<file path="src/rtl/led_pkg.sv">
// led_pkg: mode codes and the mode width shared by the LED pattern generator.
package led_pkg;
  localparam int MODE_W = 3;
  typedef enum logic [MODE_W-1:0] {
    MODE_OFF      = 3'd0,
    MODE_LEFT     = 3'd1,
    MODE_RIGHT    = 3'd2,
    MODE_DIVERGE  = 3'd3,
    MODE_CONVERGE = 3'd4
  } mode_t;
endpackage

</file>
<file path="src/rtl/key_debounce.sv">
// key_debounce: forwards din to dout only once din has differed from dout for CNT consecutive clocks.
module key_debounce #(
  parameter int CNT = 1_000_000
) (
  input  logic clk,
  input  logic rst_n,
  input  logic din,
  output logic dout
);
  localparam int CW = $clog2(CNT);
  logic [CW-1:0] cnt_q, cnt_d;
  logic          dout_q, dout_d;
  logic          done;
  always_comb begin
    done   = (din != dout_q) && (cnt_q == CW'(CNT - 1));
    cnt_d  = (din == dout_q || done) ? '0 : cnt_q + 1'b1;
    dout_d = done ? din : dout_q;
  end
  always_ff @(posedge clk) begin
    if (!rst_n) begin
      cnt_q  <= '0;
      dout_q <= 1'b1;
    end else begin
      cnt_q  <= cnt_d;
      dout_q <= dout_d;
    end
  end
  assign dout = dout_q;
endmodule

</file>
<file path="src/rtl/led_pattern_gen.sv">
// led_pattern_gen: key-selected LED chaser (left/right/diverge/converge), active-low registered LEDs.
// Define LED_PATTERN_DEBOUNCE_EN to insert a key_debounce stage between synchroniser and press detector.
module led_pattern_gen
  import led_pkg::*;
#(
  parameter int LED_NUM      = 4,
  parameter int STEP_CNT     = 25_000_000,
  parameter int DEBOUNCE_CNT = 1_000_000
) (
  input  logic               clk,
  input  logic               rst_n,
  input  logic [3:0]         key,
  output logic [LED_NUM-1:0] led,
  output logic [MODE_W-1:0]  mode,
  output logic               step_tick
);
  localparam int CW   = $clog2(STEP_CNT);
  localparam int SW   = $clog2(LED_NUM);
  localparam int HALF = LED_NUM / 2;

  logic [3:0]         sync1_q, sync2_q, kin, prev_q, press;
  mode_t              mode_q, mode_d, mode_eff, sel;
  logic [CW-1:0]      cnt_q, cnt_d;
  logic [SW-1:0]      step_q, step_d;
  logic [LED_NUM-1:0] led_q, led_d, lit;
  logic               chg, tick, last;
  int                 s, k;

  if (LED_NUM < 2 || LED_NUM > 16 || LED_NUM % 2 != 0 || STEP_CNT < 2 || DEBOUNCE_CNT < 2) begin : g_bad_cfg
    $error("led_pattern_gen: illegal parameter set");
  end

`ifdef LED_PATTERN_DEBOUNCE_EN
  for (genvar i = 0; i < 4; i++) begin : g_db
    key_debounce #(.CNT(DEBOUNCE_CNT)) u_db (
      .clk  (clk),
      .rst_n(rst_n),
      .din  (sync2_q[i]),
      .dout (kin[i])
    );
  end
`else
  assign kin = sync2_q;
`endif

  always_comb begin
    press    = prev_q & ~kin;
    mode_eff = (mode_q > MODE_CONVERGE) ? MODE_OFF : mode_q;
    sel      = press[0] ? MODE_LEFT : press[1] ? MODE_RIGHT : press[2] ? MODE_DIVERGE :
               press[3] ? MODE_CONVERGE : MODE_OFF;
    mode_d   = (|press) ? ((sel == mode_eff) ? MODE_OFF : sel) : mode_eff;
    chg      = mode_d != mode_q;
    tick     = (mode_eff != MODE_OFF) && (cnt_q == CW'(STEP_CNT - 1));
    last     = (mode_eff == MODE_LEFT || mode_eff == MODE_RIGHT) ? (step_q == SW'(LED_NUM - 1)) :
               (step_q == SW'(HALF));
    cnt_d    = (chg || mode_eff == MODE_OFF || tick) ? '0 : cnt_q + 1'b1;
    step_d   = (chg || (tick && last)) ? '0 : tick ? step_q + 1'b1 : step_q;
    s        = int'(step_q);
    // converge replays the diverge steps 1..HALF backwards
    k        = (mode_eff == MODE_DIVERGE) ? s : HALF + 1 - s;
    lit      = '0;
    for (int i = 0; i < LED_NUM; i++)
      lit[i] = (mode_eff == MODE_LEFT && i == s) ||
               (mode_eff == MODE_RIGHT && i == LED_NUM - 1 - s) ||
               ((mode_eff == MODE_DIVERGE || mode_eff == MODE_CONVERGE) && s != 0 &&
                (i == HALF - k || i == HALF - 1 + k));
    led_d    = ~lit;
  end

  always_ff @(posedge clk) begin
    if (!rst_n) begin
      sync1_q <= '1;
      sync2_q <= '1;
      prev_q  <= '1;
      mode_q  <= MODE_OFF;
      cnt_q   <= '0;
      step_q  <= '0;
      led_q   <= '1;
    end else begin
      sync1_q <= key;
      sync2_q <= sync1_q;
      prev_q  <= kin;
      mode_q  <= mode_d;
      cnt_q   <= cnt_d;
      step_q  <= step_d;
      led_q   <= led_d;
    end
  end

  assign led       = led_q;
  assign mode      = mode_q;
  assign step_tick = tick;
endmodule

</file>
<file path="config.mk">
export PLATFORM = sky130hd
export DESIGN_NAME = led_pattern_gen
export DESIGN_NICKNAME = d
export VERILOG_FILES = /design/src/rtl/led_pkg.sv /design/src/rtl/key_debounce.sv /design/src/rtl/led_pattern_gen.sv
export SDC_FILE = /design/constraint.sdc
export NUM_CORES = 1
export LEC_CHECK = 0
export ABC_CLOCK_PERIOD_IN_PS = 2000
export CAP_MARGIN = 20
export CORE_MARGIN = 3
export CORE_UTILIZATION = 33
export DETAILED_ROUTE_END_ITERATION = 8
export PLACE_DENSITY = 0.57
export SYNTH_ARGS = -nofsm -noshare
export SYNTH_HDL_FRONTEND = slang
export SYNTH_SLANG_ARGS = --single-unit
</file>
<file path="constraint.sdc">
create_clock -name clk -period 2 [get_ports clk]
set_input_delay 0.3 -clock clk [delete_from_list [all_inputs] [get_ports clk]]
set_output_delay 0.3 -clock clk [all_outputs]
set_load 0.02 [all_outputs]
</file>
==> flow_summary.json, run 1 <==
{
  "status": "completed",
  "ys_ff_latch": 46,
  "synthCells": 238,
  "cp_max_fo": 7,
  "dieArea_um2": 8080,
  "final_util_pct": 43.5,
  "n_fill_cell": 642,
  "hold_violations": 0,
  "h-tree-depth": 2,
  "area_delta_synth_final_pct": 23.1,
  "synth_edf_count": 0,
  "end_kind": "output pin",
  "drcViolationCount": 0,
  "ant_nets": 0,
  "first_pass_iters": 4,
  "track_usage_pct": 11.1,
  "fin_nets": 286,
  "initial_utilization_pct": 35.4,
  "finalPower_mw": 1.88,
  "regToRegSetupSlack_ns": 0.16,
  "max_slew_margin_pct": 66.5,
  "final_area_um2": 2860,
  "synthFlopType": "dfxtp_1",
  "p_leak_nw": 0.991,
  "grt_overflow": 0,
  "globalplace.congestion": 0.792,
  "dieWidth_um": 89.9,
  "required_ns": 1.70,
  "clockRootBuffer": "clkbuf_8",
  "worst_slew_pin_slew_ns": 0.498,
  "cp_data_arrival_time_ns": 1.55,
  "dpl.hpwl_um": 3180,
  "wl_per_cell_um": 11.8,
  "syn_avg_cell_area_um2": 9.76,
  "fmax_ghz": 0.542,
  "synth.distinct_cells": 51,
  "cp_slowest_cell": "clkdlybuf4s50_1",
  "crit_buf_inv": 2,
  "clock_latency_ns": 0.30,
  "ctsLongestPathBuffers": 2,
  "min_path_type": "reg2reg",
  "yosysTopAreaCell": "dfxtp_1",
  "met3_usage_pct": 2.75,
  "grt_busiest_layer": "met2",
  "synth.top_cells.by_area": "dfxtp_1 40%, nor3_2 7.8%, xor2_1 5.7%",
  "diodes": 0,
  "met1_usage_pct": 14.8,
  "cts_resized": 3,
  "setup_viol": 0,
  "cp.depth": 2,
  "placed_cell_area_um2": 2730,
  "worstReg2RegStart": "kin[1]",
  "cp-start-kind": "flop",
  "power_density_nw_per_um2": 657,
  "r2r_end": "cnt_q[12]",
  "antenna_found_initial": 0,
  "critical_path_class": "reg2out",
  "cts_hold_buf": 0,
  "finalCriticalPeriod_ns": 1.85,
  "row_count": 29,
  "cts.sink_count": 46,
  "reg2reg_depth": 6,
  "cap_viol_max_count": 0,
  "met2_usage_pct": 17.0,
  "seq_area_frac_synth_pct": 39.7,
  "cp_cell_sequence": "buf_4, clkdlybuf4s50_1",
  "clock_skew_ns": 0.00965,
  "port_buffers": 13,
  "synth_top_cell_area_share_pct": 39.7,
  "grt_first_pass_wirelength_um": 7490,
  "drive_above_1_share_pct": 25.4,
  "ir_worst_vdd_uv": 343,
  "cpLargestDelayFamily": "buffers and inverters",
  "grt_setup_unrepaired": "no",
  "die_h_um": 89.9,
  "syn-num-nets": 249,
  "cp-startpoint": "mode[1]",
  "route.vias.total": 1728,
  "postCtsSetupBuffers": 0,
  "slew_violations": 0,
  "io-pin-count": 14,
  "tns_ns": 0,
  "grt_pass1_vias": 1661,
  "routed_wl_um": 4360,
  "crit_path_max_incr_delay_ns": 0.60,
  "worstSetupEndpoint": "mode[1]",
  "fin_crit_sh_pct": 92.3,
  "grt_max_degree": 22,
  "drt_iter0_markers": 71,
  "synthTopCellsByCount": "46 x dfxtp_1, 18 x nor3_2, 17 x nand3_1, 16 x nand2b_1, 15 x xor2_1",
  "yosys.cell_count.top_type": "dfxtp_1",
  "core_um2": 6570,
  "cts_tree": "yes",
  "clk_pin_slew_ns": 0.09,
  "viasPerCell": 4.68,
  "synth_area_um2": 2320,
  "ys_warn_count": 0,
  "async_flop_share_pct": 0,
  "cts_buffers": 5
}
-- report_power, final --
| group | internal [mW] | total (mW) | switching (mW) |
|---|---|---|---|
| Sequential | 0.932 | 0.942 | 0.00956 |
| Combinational | 0.0996 | 0.241 | 0.141 |
| Clock | 0.375 | 0.694 | 0.320 |
| Total | 1.41 | 1.88 | 0.471 |
-- cell usage in the layout, fill, tap and decap left out, drive strengths merged, types with 9 or more instances in the layout --
| master | instances |
|---|---|
| nor2 | 9 |
| nor3 | 30 |
| nand2b | 16 |
| clkdlybuf4s50 | 12 |
| buf | 28 |
| o21ai | 9 |
| xnor2 | 12 |
| xor2 | 15 |
| nand3 | 17 |
| dfxtp | 46 |
-- worst reg2reg max path: stages (launching register included) --
cell       delay [ns]
dfxtp_1          0.32
and2b_2          0.29
nor2_1           0.12
a2111oi_4        0.40
o211ai_4         0.20
buf_12           0.21
nor3_1           0.21
-- sequential cells by signal, indices dropped and copies added (netlist names) --
| name | flops |
|---|---|
| cnt_q | 25 |
| kin | 4 |
| led | 4 |
| prev_q | 4 |
| sync1_q | 4 |
| mode | 3 |
| step_q | 2 |
-- worst min-delay path by stage --
stage                           from  endpoint  slack (ns)  cells past startpoint
after floorplan           sync1_q[0]    kin[0]        0.39                      1
after global placement    sync1_q[2]    kin[2]        0.39                      1
after detailed placement  sync1_q[1]    kin[1]        0.40                      1
after CTS                 sync1_q[1]    kin[1]        0.42                      1
after global routing      sync1_q[1]    kin[1]        0.42                      1
final                     sync1_q[1]    kin[1]        0.42                      1
-- layout make-up --
type | instances | area, µm² | area share, %
Clock inverter | 3 | 43.8 | 1.53
Sequential cell | 46 | 921 | 32.2
Tap cell | 93 | 116 | 4.07
Inverter | 6 | 22.5 | 0.788
Timing Repair Buffer | 40 | 353 | 12.3
Multi-Input combinational cell | 176 | 1330 | 46.6
Clock buffer | 5 | 68.8 | 2.41
-- layer usage --
| metal | up-vias | part of all wire [%] |
|---|---|---|
| li1 | 923 | - |
| met5 | - | 0 |
| met4 | 0 | 1.8 |
| met3 | 4 | 1.9 |
| met2 | 17 | 44 |
| met1 | 784 | 52 |
-- cell families (layout without fill, tap and decap cells) --
kind of cell	after synthesis	after routing	synth area share [%]
simple gates	112	112	33.1
flops	46	46	39.7
compound gates	31	31	9.86
xor+xnor	27	27	10.2
buf+inv	16	54	4.04
fa+ha+maj	5	5	2.69
mux	1	1	0.485
-- stage by stage --
step	worst slack (ns)	hold slack [ns]	std cells
after global placement	0.0735	0.388	361
after global routing	0.0363	0.423	369
after detailed placement	0.0198	0.396	361
final	0.154	0.416	369
after floorplan	0.231	0.386	238
after CTS	0.0247	0.420	369
Note: power is estimated with default switching activity, not from simulation.
==> inputs of run 2 (changes only) <==
--- a/config.mk
+++ b/config.mk
@@ -7,10 +7,14 @@
 export LEC_CHECK = 0
 export ABC_CLOCK_PERIOD_IN_PS = 2000
 export CAP_MARGIN = 20
+export CELL_PAD_IN_SITES_DETAIL_PLACEMENT = 1
+export CELL_PAD_IN_SITES_GLOBAL_PLACEMENT = 1
 export CORE_MARGIN = 3
 export CORE_UTILIZATION = 33
+export CTS_CLUSTER_SIZE = 10
 export DETAILED_ROUTE_END_ITERATION = 8
-export PLACE_DENSITY = 0.57
+export PLACE_DENSITY = 0.68
+export SLEW_MARGIN = 10
 export SYNTH_ARGS = -nofsm -noshare
 export SYNTH_HDL_FRONTEND = slang
 export SYNTH_SLANG_ARGS = --single-unit
==> run 2 against run 1 <==
Core utilization decreased by 0.88 points. Setup slack worse by 0.012 ns. Wire length up 14%. Flip-flop and latch count unchanged. Sequential share of layout area up 0.66 points. Register-to-register slack about the same.
==> flow_summary.json, run 2 (synthesized netlist as in run 1, its figures left out) <==
{
  "worstReg2RegStart": "kin[1]",
  "cp_data_arrival_time_ns": 1.56,
  "slew_violations": 0,
  "wl_per_cell_um": 13.6,
  "initial_utilization_pct": 35.4,
  "crit_buf_inv": 2,
  "cp_max_fo": 7,
  "r2r_end": "cnt_q[15]",
  "route.vias.total": 1808,
  "cts_tree": "yes",
  "end_kind": "output pin",
  "ctsLongestPathBuffers": 2,
  "regMostFlops": "cnt_q",
  "p_int_mw": 1.27,
  "diodes": 0,
  "tns_ns": 0,
  "clock_latency_ns": 0.30,
  "area_delta_synth_final_pct": 20.6,
  "critical_path_class": "reg2out",
  "switchingPower_mw": 0.487,
  "drcViolationCount": 0,
  "cp_slowest_cell": "clkdlybuf4s50_1",
  "cp-startpoint": "mode[1]",
  "clockRootBuffer": "clkbuf_8",
  "grt_pass1_vias": 1806,
  "clock_skew_ns": 0.00751,
  "antenna_found_initial": 0,
  "n_fill_cell": 761,
  "dieWidth_um": 89.9,
  "power_density_nw_per_um2": 629,
  "hold_slack_ns": 0.418,
  "cts.sink_count": 46,
  "cap_viol_max_count": 0,
  "min_path_type": "reg2reg",
  "core_um2": 6570,
  "pwr-share-comb_pct": 13.7,
  "max_slew_margin_pct": 66.4,
  "fin_ws_ns": 0.142,
  "place_ws_ns": 0.0506,
  "port_buffers": 13,
  "place_inst": 358,
  "track_usage_pct": 12.6,
  "setup_viol": 0,
  "reg2reg_depth": 6,
  "required_ns": 1.70,
  "p_clk_share_pct": 32.9,
  "dpl.hpwl_um": 3640,
  "clk_pin_slew_ns": 0.09,
  "switching_share_pct": 27.6,
  "first_pass_iters": 4,
  "grt_first_pass_wirelength_um": 8570,
  "placed_cell_area_um2": 2700,
  "grt_setup_unrepaired": "no",
  "postCtsSetupBuffers": 0,
  "ir_worst_vdd_uv": 309,
  "drt_iter0_markers": 58,
  "grt_max_degree": 28,
  "globalplace.congestion": 0.755,
  "finalPower_mw": 1.76,
  "fin_crit_sh_pct": 92.9,
  "h-tree-depth": 2,
  "ant_nets": 0,
  "final_util_pct": 42.6,
  "final_common_cell": "dfxtp_1",
  "crit_path_max_incr_delay_ns": 0.60,
  "worstSetupEndpoint": "mode[1]",
  "routed_wl_um": 4960,
  "dieArea_um2": 8080,
  "cpLargestDelayFamily": "buffers and inverters",
  "cp.depth": 2,
  "drive_above_1_share_pct": 24.5,
  "instances_no_fill": 366,
  "viasPerCell": 4.94,
  "worst_slew_pin_slew_ns": 0.501,
  "io-pin-count": 14,
  "final_area_um2": 2800,
  "finalCriticalPeriod_ns": 1.86,
  "hold_violations": 0,
  "cts_buffers": 5,
  "fin_nets": 283,
  "grt_overflow": 0,
  "layout_common_cells": "46 x dfxtp_1, 22 x buf_4, 18 x nor3_2, 17 x nand3_1, 16 x nand2b_1",
  "die_h_um": 89.9,
  "p_leak_nw": 0.960,
  "cp_cell_sequence": "buf_4, clkdlybuf4s50_1",
  "cts_hold_buf": 0,
  "fmax_ghz": 0.538,
  "cp-start-kind": "flop",
  "row_count": 29,
  "sequentialPowerShare_pct": 53.5,
  "largest_reg_flops": 25,
  "status": "completed",
  "regToRegSetupSlack_ns": 0.17
}
run 2: what timing repair did:
item	4_1_cts	5_1_grt
gates resized for setup	2	3
cloned	0	0
setup endpoints to repair	1	3
run 2: layout make-up:
type / instances / area [µm²] / share of cell area [%]
multi-input cells: 176 / 1320 / 47.1
flip-flops and latches: 46 / 921 / 32.9
repair buffers: 37 / 330 / 11.8
well taps: 93 / 116 / 4.16
clock buffers: 5 / 68.8 / 2.46
inverters: 6 / 22.5 / 0.804
clock inverters: 3 / 21.3 / 0.760
run 2: worst min-delay path by stage:
stage	from	end	slack (ns)	depth (start not counted)
6_report	sync1_q[2]	kin[2]	0.42	1
5_1_grt	sync1_q[2]	kin[2]	0.44	1
4_1_cts	sync1_q[2]	kin[2]	0.42	1
3_5_place_dp	sync1_q[2]	kin[2]	0.40	1
3_3_place_gp	sync1_q[1]	kin[1]	0.39	1
2_1_floorplan	sync1_q[0]	kin[0]	0.39	1
run 2: metal layers:
layer	global-route usage (%)	vias up	share of wire [%]
met5	0	-	0
met4	4.97	0	1.5
met3	2.09	4	1.6
met2	21.1	15	48
met1	16.2	873	49
li1	-	916	-
run 2: power groups by stage:
stage,registers [mW],clock network (mW),logic [mW]
2_1_floorplan,0.970,0,0.159
3_3_place_gp,0.963,0,0.239
3_5_place_dp,0.964,0,0.243
4_1_cts,0.943,0.608,0.243
5_1_grt,0.945,0.639,0.262
6_report,0.942,0.579,0.241
